==> config.mk <==
export PLATFORM = sky130hd
export DESIGN_NAME = instr_fetch_flat
export DESIGN_NICKNAME = d
export VERILOG_FILES = /design/src/rtl/instr_fetch_if.sv /design/src/rtl/instr_fetch.sv /design/src/flat_wrapper.sv
export SDC_FILE = /design/constraint.sdc
export NUM_CORES = 1
export LEC_CHECK = 0
export CAP_MARGIN = 20
export CORE_UTILIZATION = 43
export CTS_BUF_LIST = sky130_fd_sc_hd__clkbuf_16
export DETAILED_ROUTE_END_ITERATION = 10
export PLACE_DENSITY = 0.81
export SLEW_MARGIN = 20
export SYNTH_ARGS = -nofsm -noshare
export SYNTH_HDL_FRONTEND = slang
export SYNTH_SLANG_ARGS = --single-unit
==> constraint.sdc <==
create_clock -name clk -period 1.65 [get_ports clk]
set_input_delay 0.2475 -clock clk [delete_from_list [all_inputs] [get_ports clk]]
set_output_delay 0.2475 -clock clk [all_outputs]
set_load 0.01 [all_outputs]
==> src/rtl/instr_fetch_if.sv <==
// Instruction-memory read channel: request/address out, ack/data back.
interface instr_fetch_if #(
  parameter int AW = 8
);
  logic          imem_req;
  logic [AW-1:0] imem_addr;
  logic          imem_ack;
  logic [7:0]    imem_data;

  modport master (output imem_req, output imem_addr, input imem_ack, input imem_data);
  modport slave  (input imem_req, input imem_addr, output imem_ack, output imem_data);
endinterface

==> src/rtl/instr_fetch.sv <==
// Fetch/sequence stage ahead of controlUnit: owns the PC, fetches instruction
// bytes (plus the immediate byte for IMM_OP), presents them during execute and
// applies taken branches when the datapath reports end of execute.
module instr_fetch #(
  parameter int            AW       = 8,
  parameter logic [AW-1:0] RESET_PC = '0,
  parameter logic [3:0]    IMM_OP   = 4'hC   // LOADIMM opcode
) (
  input  logic          clk,
  input  logic          reset,
  instr_fetch_if.master imem,
  output logic [4:0]    op_out,
  output logic [2:0]    operand,
  output logic [7:0]    imm,
  output logic          instr_valid,
  input  logic          pc_line,
  input  logic [AW-1:0] br_target,
  input  logic          exec_done,
  output logic [AW-1:0] pc
);

  typedef enum logic [1:0] {S_FETCH, S_FETCH_IMM, S_EXEC} state_t;

  state_t        state_q, state_d;
  logic [AW-1:0] pc_q, pc_d;
  logic [7:0]    ir_q, ir_d;
  logic [7:0]    imm_q, imm_d;
  logic          req_q, req_d;
  logic          valid_q, valid_d;

  // An ack only counts while our request is actually up; this also drops a
  // late ack arriving in the cycle right after reset.
  logic          ack_ok;
  assign ack_ok = req_q && imem.imem_ack;

  // Next-state logic for the fetch/execute sequencer.
  always_comb begin
    state_d = state_q;
    pc_d    = pc_q;
    ir_d    = ir_q;
    imm_d   = imm_q;
    req_d   = req_q;
    valid_d = valid_q;
    case (state_q)
      S_FETCH: begin
        if (ack_ok) begin
          ir_d  = imem.imem_data;
          pc_d  = pc_q + 1'b1;
          req_d = 1'b0;
          if (imem.imem_data[7:4] == IMM_OP) begin
            state_d = S_FETCH_IMM;
          end else begin
            state_d = S_EXEC;
            valid_d = 1'b1;
          end
        end else begin
          req_d = 1'b1;
        end
      end
      S_FETCH_IMM: begin
        if (ack_ok) begin
          imm_d   = imem.imem_data;
          pc_d    = pc_q + 1'b1;
          req_d   = 1'b0;
          state_d = S_EXEC;
          valid_d = 1'b1;
        end else begin
          req_d = 1'b1;
        end
      end
      S_EXEC: begin
        // pc already points past the instruction; pc_line only matters here.
        if (exec_done) begin
          pc_d    = pc_line ? br_target : pc_q;
          req_d   = 1'b1;
          valid_d = 1'b0;
          state_d = S_FETCH;
        end
      end
      default: begin
        state_d = S_FETCH;
        req_d   = 1'b0;
        valid_d = 1'b0;
      end
    endcase
  end

  // State registers; reset overrides any in-flight handshake.
  always_ff @(posedge clk) begin
    if (reset) begin
      state_q <= S_FETCH;
      pc_q    <= RESET_PC;
      ir_q    <= 8'h00;
      imm_q   <= 8'h00;
      req_q   <= 1'b0;
      valid_q <= 1'b0;
    end else begin
      state_q <= state_d;
      pc_q    <= pc_d;
      ir_q    <= ir_d;
      imm_q   <= imm_d;
      req_q   <= req_d;
      valid_q <= valid_d;
    end
  end

  assign imem.imem_req  = req_q;
  assign imem.imem_addr = pc_q;
  // controlUnit sees NOP unless an instruction is executing.
  assign op_out      = valid_q ? ir_q[7:3] : 5'b0;
  assign operand     = ir_q[2:0];
  assign imm         = imm_q;
  assign instr_valid = valid_q;
  assign pc          = pc_q;

endmodule
==> src/flat_wrapper.sv <==
// flat-port wrapper written by rule: the top's interface ports become plain ports
module instr_fetch_flat 
#(
  parameter int            AW       = 8,
  parameter logic [AW-1:0] RESET_PC = '0,
  parameter logic [3:0]    IMM_OP   = 4'hC                    
)
  (clk, reset, op_out, operand, imm, instr_valid, pc_line, br_target, exec_done, pc, imem_imem_req, imem_imem_addr, imem_imem_ack, imem_imem_data);
  instr_fetch_if #(.AW(AW)) imem_i ();
  input  logic clk;
  input  logic reset;
  output logic [4:0] op_out;
  output logic [2:0] operand;
  output logic [7:0] imm;
  output logic instr_valid;
  input  logic pc_line;
  input  logic [AW-1:0] br_target;
  input  logic exec_done;
  output logic [AW-1:0] pc;
  output wire logic [$bits(imem_i.imem_req)-1:0] imem_imem_req;
  output wire logic [$bits(imem_i.imem_addr)-1:0] imem_imem_addr;
  input wire logic [$bits(imem_i.imem_ack)-1:0] imem_imem_ack;
  input wire logic [$bits(imem_i.imem_data)-1:0] imem_imem_data;
  assign imem_imem_req = imem_i.imem_req;
  assign imem_imem_addr = imem_i.imem_addr;
  assign imem_i.imem_ack = imem_imem_ack;
  assign imem_i.imem_data = imem_imem_data;
  instr_fetch #(.AW(AW), .RESET_PC(RESET_PC), .IMM_OP(IMM_OP)) u_core (.clk(clk), .reset(reset), .imem(imem_i), .op_out(op_out), .operand(operand), .imm(imm), .instr_valid(instr_valid), .pc_line(pc_line), .br_target(br_target), .exec_done(exec_done), .pc(pc));
endmodule
==> impl_results.md, run 1 <==
* Num rows at 20
* DR vias at 1319
* TritonCTS buffer count at 3
* Worst-path clk slew at 70 ps
* Worst setup EP type: primary output
* CTS Sinks at 28
* Cell Area, Synth at 0.001394 mm²
* Antenna Nets Post-Route at 0
* Root buf cell: clkbuf_16
* FMAX at 0.6328 GHz
* Cells after synthesis at 174
* VDD IR-drop max at 0.0005703 V
* FF+latch area at 561.8 µm²
* Drt pass-1 iters at 4
* Yosys top cell area share at 40.22%
* Critical path startpoint category: register
* Power Density at 827.0 mW/mm²
* Detailed Route WL at 3127 µm
* Layout cell share with drive strength beyond 1 at 7.306%
* Routed WL per cell at 11.89 µm
* IO Pins at 55
* PortBufs at 54
* Number of max-cap violations at 0
* Synth area leaders: dfxtp_1, nand2_1, a21oi_1, buf_4, and2_1
* Post-synthesis area per instance at 8.011 µm²
* Largest family of logic cells by synthesized area: simple AND/OR/NAND/NOR gates
* Antenna violations before repair at 0
* Outcome: complete, no violations
* GPL Wtd Cong at 0.8265
* Post-synth ARST share at 0%
* Yosys warning count at 0
* Seq/Total Area, Yosys at 40.22%
* Flops & latches, synth at 28
* Fillers at 275
* Critical Path RT at 1400 ps
* Nets at 242
* Post-synth top cells: nand2_1, dfxtp_1, a21oi_1
* Max_slew headroom at 77.67%
* Post-Route Skew at 2.028 ps
* Core ar. at 0.003053 mm²
* Synth unique cells at 30
* Diodes inserted at 0
* Overall global routing resource usage at 19.18%
* Synth Area in Simple Gates at 27.11%
* First-pass GRT wire length at 5133 µm
* Compound-Gate Fraction of Synth Area at 20.38%
* RSZ-0062 raised after global routing: no
* Syn nets at 196
* Post-synthesis adder-cell area fraction at 0.8977%
* Die Span X at 58.94 µm
* Area Growth Syn to Fin at 44.43%
* Mux cell area share after synthesis at 1.436%
* Hold Slack at 456.2 ps
* Synth Area in XOR/XNOR at 0%
* H-tree depth at 1
* Initial Util at 45.66%
* Pleak at 0.7173 nW
* Setup Viol. Count Final at 0
* Post-synth EDFFs at 0
* Worst hold path class: reg2reg
* Vias per cell at 5.015
* Multi-input gate area at 694.4 µm²
* Maximum root-to-sink buffer count at 2
* Worst Setup Path Type: reg2out
* Final period util at 95.77%
* Max Transition Viols Final at 0
* Worst EP arrival at 1330 ps
* DP Wirelength at 2196 µm
* Area leader, netlist: dfxtp_1
* Minimum clock period after layout at 1580 ps
* Largest net degree at the start of global routing at 25
* Worst-path fanout max at 8
* Post-route DRC at 0
* Grt ovf at 0
* Worst skew pair latency at 260 ps
* Die H at 58.94 µm
* Starting DRT DRC Count at 32
* Prevailing post-synth register cell: dfxtp_1
* Worst-Margin Slew at 334.0 ps
* Setup_tns at 0 ps
* Die area at 0.003473 mm²
* Most frequent cell after synthesis: nand2_1
* CTS tree: built
* Vias in the first global route at 1149
* Final hold violation count at 0
-- stage by stage --
step	util [%]	cells	cell area (µm²)	worst slack, ps	total power [mW]
2_1_floorplan	-	174	1394	310.2	0.8630
3_3_place_gp	62.38	259	1904	97.91	0.9704
3_5_place_dp	62.38	259	1904	43.71	0.9726
4_1_cts	65.86	263	2011	36.41	1.680
5_1_grt	65.94	263	2013	19.71	1.734
6_report	65.94	263	2013	69.74	1.665
-- flip-flops by register name, summed over array words and instances, names as in the netlist --
name                   flops
u_core.imem.imem_addr      8
u_core.imem.imem_req       1
u_core.imm                 8
u_core.instr_valid         1
u_core.ir_q                8
u_core.state_q             2
-- cell families after synthesis --
| logic type | count (synthesis) |
|---|---|
| AND/OR/NAND/NOR | 78 |
| AO/OA/AOI/OAI | 46 |
| flip-flops | 28 |
| buffers and inverters | 19 |
| multiplexers | 2 |
| adder cells (fa/ha/maj) | 1 |
-- cell type report --
cell class	count	area share, %
Multi-Input combinational cell	127	34.49
Timing Repair Buffer	59	29.46
Sequential cell	28	27.91
Clock buffer	3	3.729
Tap cell	44	2.735
Clock inverter	1	1.492
Inverter	1	0.1865
-- placed cells by master, fill, tap and decap left out, types with 2 or more instances in the layout --
| cell | count |
|---|---|
| and3_1 | 3 |
| a311oi_2 | 2 |
| a211oi_1 | 2 |
| buf_4 | 4 |
| mux2i_1 | 2 |
| and2_1 | 8 |
| nor3_1 | 4 |
| nand2b_1 | 2 |
| nand3_1 | 4 |
| clkbuf_16 | 3 |
| nor3_2 | 2 |
| a21oi_1 | 23 |
| nor3b_1 | 2 |
| clkdlybuf4s50_1 | 53 |
| nand2_1 | 43 |
| nor2_1 | 6 |
| o21ai_0 | 10 |
| dfxtp_1 | 27 |
| a31oi_1 | 4 |
-- worst max-delay path: stages (launching register included) --
cell and delay, ps:
dfxtp_2 390, and2_1 150, clkdlybuf4s50_1 530
-- report_power, final --
part | leakage, nW | switching (mW) | internal (mW) | total (mW)
combinational | 0.438 | 0.102 | 0.131 | 0.233
clock | 0.0511 | 0.223 | 0.483 | 0.706
sequential | 0.228 | 0.0265 | 0.700 | 0.726
-- timing repair --
item | 4_1_cts | 5_1_grt
gates cloned | 0 | 0
setup endpoints to repair | 5 | 1
hold buffers | 0 | 0
hold endpoints to repair | 0 | 0
buffers inserted | 0 | 0
resized for setup | 1 | 1
-- per-layer routing --
layer / part of all wire, % / track usage (%) / vias to the layer above / wire length (µm)
li1: - / - / 676 / -
met1: 48 / 24.90 / 597 / 1497
met2: 44 / 31.33 / 44 / 1381
met3: 7.3 / 5.275 / 2 / 228
met4: 0.64 / 5.102 / 0 / 20
met5: 0 / 0 / - / 0
-- path summary, 6_finish.rpt --
check | start | end | slack, ps | cells after the start
setup / recovery | u_core.instr_valid | op_out[1] | 70 | 2
hold / removal | u_core.imm[0] | u_core.imm[0] | 460 | 2
setup reg to reg | u_core.state_q[1] | u_core.imem.imem_addr[2] | 210 | 5
hold reg to reg | u_core.imm[0] | u_core.imm[0] | 460 | 2
Note: power is estimated with default switching activity, not from simulation.
==> run 2, diff against run 1 <==
--- a/config.mk
+++ b/config.mk
@@ -9,7 +9,7 @@
 export CORE_UTILIZATION = 43
 export CTS_BUF_LIST = sky130_fd_sc_hd__clkbuf_16
 export DETAILED_ROUTE_END_ITERATION = 10
-export PLACE_DENSITY = 0.81
+export PLACE_DENSITY = 0.79
 export SLEW_MARGIN = 20
 export SYNTH_ARGS = -nofsm -noshare
 export SYNTH_HDL_FRONTEND = slang
==> impl_results.md, run 2 (synthesis results as in run 1) <==
* Diodes inserted at 0 (unchanged)
* Final period util at 96.08% (was 95.77%)
* Pleak at 0.6829 nW (was 0.7173 nW)
* Die H at 58.94 µm (unchanged)
* Vias per cell at 5.251 (was 5.015)
* Most frequent cells in the layout: clkdlybuf4s50_1, nand2_1, dfxtp_1 (unchanged)
* Critical Path RT at 1400 ps (about the same)
* DR vias at 1381 (was 1319)
* Worst path slowest cell: clkdlybuf4s50_1 (unchanged)
* Overall global routing resource usage at 21.55% (was 19.18%)
* Outcome: complete, no violations (unchanged)
* Hold Slack at 454.6 ps (was 456.2 ps)
* Cells after DPL at 259 (unchanged)
* Max_slew headroom at 77.69% (was 77.67%)
* Number of max-cap violations at 0 (unchanged)
* Root buf cell: clkbuf_16 (unchanged)
* First-pass GRT wire length at 5775 µm (was 5133 µm)
* CTS tree: built (unchanged)
* Drt pass-1 iters at 4 (unchanged)
* Vias in the first global route at 1361 (was 1149)
* Minimum clock period after layout at 1585 ps (was 1580 ps)
* Fillers at 278 (was 275)
* Core ar. at 0.003053 mm² (unchanged)
* FMAX at 0.6308 GHz (was 0.6328 GHz)
* H-tree depth at 1 (unchanged)
* Worst-path clk slew at 70 ps (about the same)
* Area Growth Syn to Fin at 41.65% (was 44.43%)
* # hold bufs at CTS at 0 (unchanged)
* Routed WL per cell at 13.29 µm (was 11.89 µm)
* Worst-path fanout max at 8 (unchanged)
* PortBufs at 54 (unchanged)
* Antenna Nets Post-Route at 0 (unchanged)
* Critical path startpoint category: register (unchanged)
* Min-delay src: u_core.ir_q[3] (was u_core.imm[0])
* Layout cell share with drive strength beyond 1 at 7.763% (was 7.306%)
* Grt ovf at 0 (unchanged)
* RSZ-0062 raised after global routing: no (unchanged)
* Worst r2r src: u_core.imem.imem_addr[0] (was u_core.state_q[1])
* Max Transition Viols Final at 0 (unchanged)
* Crit path launch: u_core.instr_valid (unchanged)
* Detailed Route WL at 3494 µm (was 3127 µm)
* Worst setup EP type: primary output (unchanged)
* Finished Layout Cells at 263 (unchanged)
* Worst hold path class: reg2reg (unchanged)
* Die Span X at 58.94 µm (unchanged)
* Largest net degree at the start of global routing at 18 (was 25)
* Kind of cell adding the most delay to the critical path: buffers and inverters (unchanged)
* Worst Setup Path Type: reg2out (unchanged)
* Initial Util at 45.66% (unchanged)
* Antenna violations before repair at 0 (unchanged)
* Cells along the critical path: and2_1 -> clkdlybuf4s50_1 (unchanged)
* Setup_tns at 0 ps (unchanged)
* Worst skew pair latency at 260 ps (about the same)
* TritonCTS buffer count at 3 (unchanged)
* Power Density at 761.4 mW/mm² (was 827.0 mW/mm²)
* CTS Sinks at 28 (unchanged)
* Num rows at 20 (unchanged)
* DP Wirelength at 2590 µm (was 2196 µm)
* GPL Wtd Cong at 0.8294 (was 0.8265)
* Worst-Margin Slew at 333.1 ps (was 334.0 ps)
* CP max stage delay at 540 ps (was 530 ps)
* Worst EP arrival at 1340 ps (was 1330 ps)
* Post-CTS Setup Bufs at 0 (unchanged)
* Final core utilization at 64.67% (was 65.94%)
* Total power at 1.503 mW (was 1.665 mW)
* Starting DRT DRC Count at 48 (was 32)
* VDD IR-drop max at 0.0006448 V (was 0.0005703 V)
* Post-route DRC at 0 (unchanged)
* Final hold violation count at 0 (unchanged)
* Post-Route Skew at 1.627 ps (was 2.028 ps)
* Maximum root-to-sink buffer count at 2 (unchanged)
* Nets at 242 (unchanged)
* Buf/Inv on CP at 1 (unchanged)
* Setup Viol. Count Final at 0 (unchanged)
* IO Pins at 55 (unchanged)
* Die area at 0.003473 mm² (unchanged)
* Most common cell after layout, fill and taps aside: clkdlybuf4s50_1 (unchanged)
run 2: worst reg2reg max path: stages, from the launching register on:
cell     delay, ps
dfxtp_1        470
ha_1           300
nand2_1        110
nor4b_1        280
o21ai_0        140
a21oi_1        150
run 2: power by group:
| group | total, mW | switching, mW | internal [mW] |
|---|---|---|---|
| Clock | 0.544 | 0.219 | 0.324 |
| Combinational | 0.232 | 0.104 | 0.127 |
| Sequential | 0.728 | 0.0279 | 0.700 |
| Total | 1.50 | 0.351 | 1.15 |
run 2: stage by stage:
| step | setup WS (ps) | area (µm²) |
|---|---|---|
| after global routing | 9.379 | 1974 |
| after global placement | 102.7 | 1892 |
| after floorplan | 310.2 | 1394 |
| final | 64.64 | 1974 |
| after CTS | 47.23 | 1972 |
| after detailed placement | 18.42 | 1892 |
run 2: path summary, 6_finish.rpt:
kind	end	slack, ps	depth (start not counted)
worst min-delay path	u_core.ir_q[3]	450	2
worst max register to register	u_core.imem.imem_addr[6]	130	5
worst max-delay path	op_out[2]	60	2
worst min register to register	u_core.ir_q[3]	450	2
run 2: timing repair:
| item | 4_1_cts | 5_1_grt |
|---|---|---|
| pin swaps | 0 | 0 |
| setup endpoints to repair | 5 | 2 |
| gates resized for setup | 1 | 2 |
run 2: cell type report:
class,instances,area [µm²],area share (%)
multi-input combinational,127,694.4,35.17
timing repair buffer,59,578.1,29.28
sequential,28,564.3,28.58
clock buffer,3,75.07,3.802
tap,44,55.05,2.788
clock inverter,1,3.754,0.1901
inverter,1,3.754,0.1901
run 2: routing by layer:
metal / global-route usage, % / wire length [µm] / vias to the layer above
met4: 6.122 / 10 / 0
met2: 38.15 / 1716 / 56
met5: 0 / 0 / -
met1: 25.48 / 1532 / 645
met3: 5.714 / 235 / 2
li1: - / - / 678
